File: src/rtl/usb_reg_bus_master.sv
// Initiator for the 8-bit ChipWhisperer USB register bus: converts (addr, dir, len) commands plus a
// byte stream into registered ALEn/CEn/RDn/WRn cycles. Write bytes are pulled only when a strobe can start.
module usb_reg_bus_master #(
    parameter int pLEN_WIDTH     = 8,
    parameter int pALE_CYCLES    = 3,
    parameter int pSTROBE_CYCLES = 4,
    parameter int pGAP_CYCLES    = 4
) (
    input  logic                  cwusb_clk,
    input  logic                  reset,
    input  logic                  cmd_valid,
    output logic                  cmd_ready,
    input  logic                  cmd_write,
    input  logic [7:0]            cmd_addr,
    input  logic [pLEN_WIDTH-1:0] cmd_len,
    input  logic [7:0]            wr_data,
    input  logic                  wr_valid,
    output logic                  wr_ready,
    output logic [7:0]            rd_data,
    output logic                  rd_valid,
    output logic                  busy,
    output logic                  done,
    output logic [7:0]            bus_addr,
    output logic [7:0]            bus_dout,
    input  logic [7:0]            bus_din,
    input  logic                  bus_isout,
    output logic                  bus_alen,
    output logic                  bus_cen,
    output logic                  bus_rdn,
    output logic                  bus_wrn
);

    localparam int MAX_AS = (pALE_CYCLES > pSTROBE_CYCLES) ? pALE_CYCLES : pSTROBE_CYCLES;
    localparam int MAXC   = (MAX_AS > pGAP_CYCLES) ? MAX_AS : pGAP_CYCLES;
    localparam int CW     = $clog2(MAXC);
    localparam logic [CW-1:0] ALE_LAST = CW'(pALE_CYCLES - 1);
    localparam logic [CW-1:0] STB_LAST = CW'(pSTROBE_CYCLES - 1);
    localparam logic [CW-1:0] GAP_LAST = CW'(pGAP_CYCLES - 1);

    if (pALE_CYCLES < 3 || pSTROBE_CYCLES < 3 || pGAP_CYCLES < 3 || pLEN_WIDTH < 1) begin : g_param_check
        $error("usb_reg_bus_master: pALE/pSTROBE/pGAP_CYCLES must be >= 3 and pLEN_WIDTH >= 1");
    end

    typedef enum logic [2:0] {S_IDLE, S_ALE, S_ALE_HOLD, S_STROBE, S_GAP, S_DONE} state_t;

    state_t                r_state;
    logic [CW-1:0]         r_cnt;
    logic [pLEN_WIDTH-1:0] r_len;
    logic [pLEN_WIDTH-1:0] r_bytes;
    logic                  r_write;

    logic [CW-1:0] w_last;
    logic          w_can_strobe;

    // ALE_HOLD and GAP share the "wait, then DONE or next strobe" exit logic
    assign w_last       = (r_state == S_GAP) ? GAP_LAST : ALE_LAST;
    assign w_can_strobe = !r_write || wr_valid;

    always_ff @(posedge cwusb_clk or posedge reset) begin
        if (reset) begin
            r_state   <= S_IDLE;
            r_cnt     <= '0;
            r_len     <= '0;
            r_bytes   <= '0;
            r_write   <= 1'b0;
            cmd_ready <= 1'b0;
            busy      <= 1'b0;
            done      <= 1'b0;
            rd_valid  <= 1'b0;
            wr_ready  <= 1'b0;
            rd_data   <= 8'h00;
            bus_addr  <= 8'h00;
            bus_dout  <= 8'h00;
            bus_alen  <= 1'b1;
            bus_cen   <= 1'b1;
            bus_rdn   <= 1'b1;
            bus_wrn   <= 1'b1;
        end else begin
            done     <= 1'b0;
            rd_valid <= 1'b0;
            wr_ready <= 1'b0;
            case (r_state)
                S_IDLE: begin
                    if (cmd_valid && cmd_ready) begin
                        r_write   <= cmd_write;
                        r_len     <= cmd_len;
                        r_bytes   <= '0;
                        bus_addr  <= cmd_addr;
                        bus_alen  <= 1'b0;
                        cmd_ready <= 1'b0;
                        busy      <= 1'b1;
                        r_cnt     <= '0;
                        r_state   <= S_ALE;
                    end else begin
                        cmd_ready <= 1'b1;
                    end
                end
                S_ALE: begin
                    if (r_cnt == ALE_LAST) begin
                        bus_alen <= 1'b1;
                        r_cnt    <= '0;
                        r_state  <= S_ALE_HOLD;
                    end else begin
                        r_cnt <= r_cnt + CW'(1);
                    end
                end
                S_ALE_HOLD, S_GAP: begin
                    if (r_cnt != w_last) begin
                        r_cnt <= r_cnt + CW'(1);
                    end else if (r_bytes == r_len) begin
                        bus_cen <= 1'b1;
                        done    <= 1'b1;
                        r_state <= S_DONE;
                    end else if (w_can_strobe) begin
                        bus_cen <= 1'b0;
                        if (r_write) begin
                            bus_wrn  <= 1'b0;
                            bus_dout <= wr_data;
                            wr_ready <= 1'b1;
                        end else begin
                            bus_rdn <= 1'b0;
                        end
                        r_cnt   <= '0;
                        r_state <= S_STROBE;
                    end
                end
                S_STROBE: begin
                    if (r_cnt == STB_LAST) begin
                        bus_rdn <= 1'b1;
                        bus_wrn <= 1'b1;
                        r_bytes <= r_bytes + pLEN_WIDTH'(1);
                        if (!r_write) begin
                            rd_data  <= bus_din;
                            rd_valid <= 1'b1;
                        end
                        r_cnt   <= '0;
                        r_state <= S_GAP;
                    end else begin
                        r_cnt <= r_cnt + CW'(1);
                    end
                end
                S_DONE: begin
                    busy      <= 1'b0;
                    cmd_ready <= 1'b1;
                    r_state   <= S_IDLE;
                end
                default: r_state <= S_IDLE;
            endcase
        end
    end

    a_strobe_excl: assert property (@(posedge cwusb_clk) disable iff (reset) !(!bus_rdn && !bus_wrn));
    a_ale_cen:     assert property (@(posedge cwusb_clk) disable iff (reset) !(!bus_alen && !bus_cen));
    // slave must not drive its DOUT while we drive a write strobe
    a_no_contend:  assert property (@(posedge cwusb_clk) disable iff (reset) !(!bus_wrn && bus_isout));

endmodule
File: config.mk
export PLATFORM = sky130hd
export DESIGN_NAME = usb_reg_bus_master
export DESIGN_NICKNAME = d
export VERILOG_FILES = /design/src/rtl/usb_reg_bus_master.sv
export SDC_FILE = /design/constraint.sdc
export NUM_CORES = 1
export LEC_CHECK = 0
export CAP_MARGIN = 20
export CORE_MARGIN = 2
export CORE_UTILIZATION = 40
export DETAILED_ROUTE_END_ITERATION = 8
export PLACE_DENSITY_LB_ADDON = 0.2
export REMOVE_ABC_BUFFERS = 1
export SYNTH_ARGS = -nofsm -noshare
export SYNTH_HDL_FRONTEND = slang
export SYNTH_SLANG_ARGS = --single-unit
File: constraint.sdc
create_clock -name cwusb_clk -period 3.2 [get_ports cwusb_clk]
set_input_delay 0.32 -clock cwusb_clk [delete_from_list [all_inputs] [get_ports cwusb_clk]]
set_output_delay 0.32 -clock cwusb_clk [all_outputs]
set_load 0.03 [all_outputs]
==> metrics.cfg <==
[cells_and_area]
areaGrowthSynthToFinish_pct = 33.7
antenna_cells = 0
fin_nets = 328
layout-drive-gt1-share_pct = 19.9
seqCellArea_sq_um = 1380
fillCellCount = 582
multi_input_area_sq_um = 1160
fin_cells = 363

[synthesis]
synth_cells = 212
synth_seq_cells = 55
synth.cell_area_sq_um = 2600
synth_cell_types = 47
synth_top_area_share_pct = 49.0
ys.flop_type = dfrtp_1
synth-edff-count = 0
async_reset_ff_share_pct = 100
ys_seq_area_share_pct = 53.1
yosys.area.top_type = dfrtp_1
ys_warn_count = 0
yosys-top-cells-area = dfrtp_1 (49%), mux2_2 (15%), xor2_1 (4.7%)
synth.avg_cell_area_sq_um = 12.3

[timing]
finalCritPeriodShare_pct = 69.1
slew_headroom_pct = 50.8
tns_ns = 0
rsz0062_at_grt = no
holdWs_ns = 0.274
clock.fmax_mhz = 453
slew_violations = 0
setup_viol = 0
skew_ns = 0.0126
period_needed_ns = 2.21
finalHoldViolCount = 0
tightest_slew_ns = 0.738

[routing]
vias = 1879
viasPerCell = 5.18
first_pass_iters = 4
routed_wl_um = 5340
route.detailed.drc = 0
drt_iter0_drc = 84
detail_route.wl_per_cell_um = 14.7
antenna_left = 0

[cts]
cts_resized = 0
htree_levels = 2
cts_num_sinks = 55
numCtsBuffers = 5
clk_pin_slew_ns = 0.11
tritoncts = done
cts_hold_buf = 0
post-cts-setup-buffer-count = 0
ctsRootBufferMaster = clkbuf_8
insertion_delay_ns = 0.31
cts_max_path_buffers = 2

[die]
row_count = 29
die_h_um = 84.7
die_area_sq_um = 7170
ios = 71
initial_core_util_pct = 41.2
die_w_um = 84.7
core_area_sq_um = 6310

[pwr]
clock_power_share_pct = 13.5
p_leak_nw = 1.50
p_switching_mw = 1.26
sw_frac_of_total_pct = 40.1
p_int_mw = 1.89
p_comb_share_pct = 48.2
seq_power_share_pct = 38.3
pwr_density_cell_nw_per_um2 = 904
ir_drop_mv = 0.466

[grt]
track_usage_pct = 16.0
grt_pass1_wl_um = 9340
grt_max_degree = 26
antenna_found_initial = 0
overflow = 0
grt_pass1_vias = 2039

[flow_run]
maxCapViolCount = 0

[critical_path]
cp_max_fo = 13
startpoint_type = flip-flop
cp-end-kind = flip-flop
critPathKind = reg -> reg
worstPathArrival_ns = 2.41
required_ns = 3.40

[place]
hpwl_um = 3870
dp_cells = 355
gp_congestion = 0.772
io_buffers = 69

[outcome]
status = finished, final reports clean

[hold_path]
hold_class = in -> async

==> layer usage <==
layer  track usage (%)  up-vias  share of wire, %
li1                  -      901                 -
met1              20.8      924                46
met2              25.3       49                46
met3              5.90        5               7.8
met4              4.33        0              0.77
met5                 0        -                 0
==> synth_stat cells, types with 2 or more instances <==
cell	n
inv_1	8
mux2_2	35
o211ai_1	2
a21o_1	3
o22a_1	2
a31oi_1	2
and3_1	3
o21a_1	2
a21oi_1	5
a221o_1	3
nor2b_1	2
dfrtp_1	51
dfstp_2	4
mux2i_1	2
o21ai_0	7
nand2b_1	3
nor2_1	10
nand2_1	9
nor4_1	2
a211oi_1	2
buf_2	3
xor2_1	14
nand3_1	5
nand4_1	5
and2_1	2
ha_1	5
==> final timing paths <==
check / startpoint / slack [ns] / end / cells after the start
max: r_state[1] / 0.99 / bus_dout[5] / 5
min: reset / 0.27 / r_bytes[0] / 2
max reg2reg: r_state[1] / 0.99 / bus_dout[5] / 5
min reg2reg: bus_wrn / 0.49 / bus_wrn / 2
max in group asynchronous: reset / 2.29 / r_len[6] / 3
min in group cwusb_clk: bus_wrn / 0.49 / bus_wrn / 2
==> area by class of cell <==
cell class                      instances  area share [%]
Timing Repair Buffer                   72            20.5
Clock inverter                          2           0.575
Multi-Input combinational cell        143            33.2
Inverter                                8           0.863
Clock buffer                            6            2.37
Sequential cell                        55            39.7
Tap cell                               77            2.77
==> worst max-delay path: stages (launching register included) <==
cell	delay [ns]
dfrtp_1	0.57
nand2b_1	0.36
a21oi_1	0.20
nand2_1	0.12
nor3_4	0.46
mux2_2	0.39
==> state kept, by name, summed over array words and instances, names as in the netlist <==
signal,flops
rd_data,8
r_write,1
r_state,3
cmd_ready,1
r_cnt,2
bus_wrn,1
rd_valid,1
bus_dout,8
bus_alen,1
bus_addr,8
r_len,8
bus_cen,1
done,1
busy,1
wr_ready,1
bus_rdn,1
r_bytes,8
==> through the flow <==
stage | power, mW | setup WS (ns) | cell area, sq um | utilization (%)
finish | 3.15 | 0.990 | 3480 | 55.1
global route | 3.37 | 0.860 | 3480 | 55.1
CTS | 3.18 | 0.982 | 3480 | 55.1
detailed placement | 2.74 | 0.992 | 3380 | 53.5
global placement | 2.72 | 1.03 | 3380 | 53.5
floorplan | 2.19 | 0.859 | 2570 | -
==> power by group through the flow <==
| stage | Combinational (mW) | Clock, mW | Sequential [mW] |
|---|---|---|---|
| 3_5_place_dp | 1.52 | 0 | 1.22 |
| 3_3_place_gp | 1.51 | 0 | 1.21 |
| 4_1_cts | 1.53 | 0.446 | 1.21 |
| 6_report | 1.52 | 0.426 | 1.20 |
| 2_1_floorplan | 0.707 | 0 | 1.49 |
| 5_1_grt | 1.64 | 0.474 | 1.25 |
==> logic make-up after synthesis <==
kind of cell | after synthesis | share of synthesized area, %
AOI/OAI and AO/OA | 36 | 9.61
adders and majority gates | 5 | 2.40
and+or+nand+nor | 51 | 11.7
DFF | 55 | 53.1
xor gates and xnor gates | 14 | 4.71
buffers and inverters | 14 | 2.59
muxes | 37 | 15.9
==> cell usage in the layout, fill, tap and decap left out, types with 3 or more instances in the layout <==
cell type and count:
a21o_1 3, a21oi_1 5, a221o_1 3, and3_1 3, buf_4 3, clkbuf_8 6, clkdlybuf4s50_1 69, dfrtp_1 51
dfstp_2 4, ha_1 5, inv_1 7, mux2_2 35, nand2_1 9, nand2b_1 3, nand3_1 5, nand4_1 5
nor2_1 9, o21ai_0 7, xor2_1 14
(Power assumes the default switching activity.)
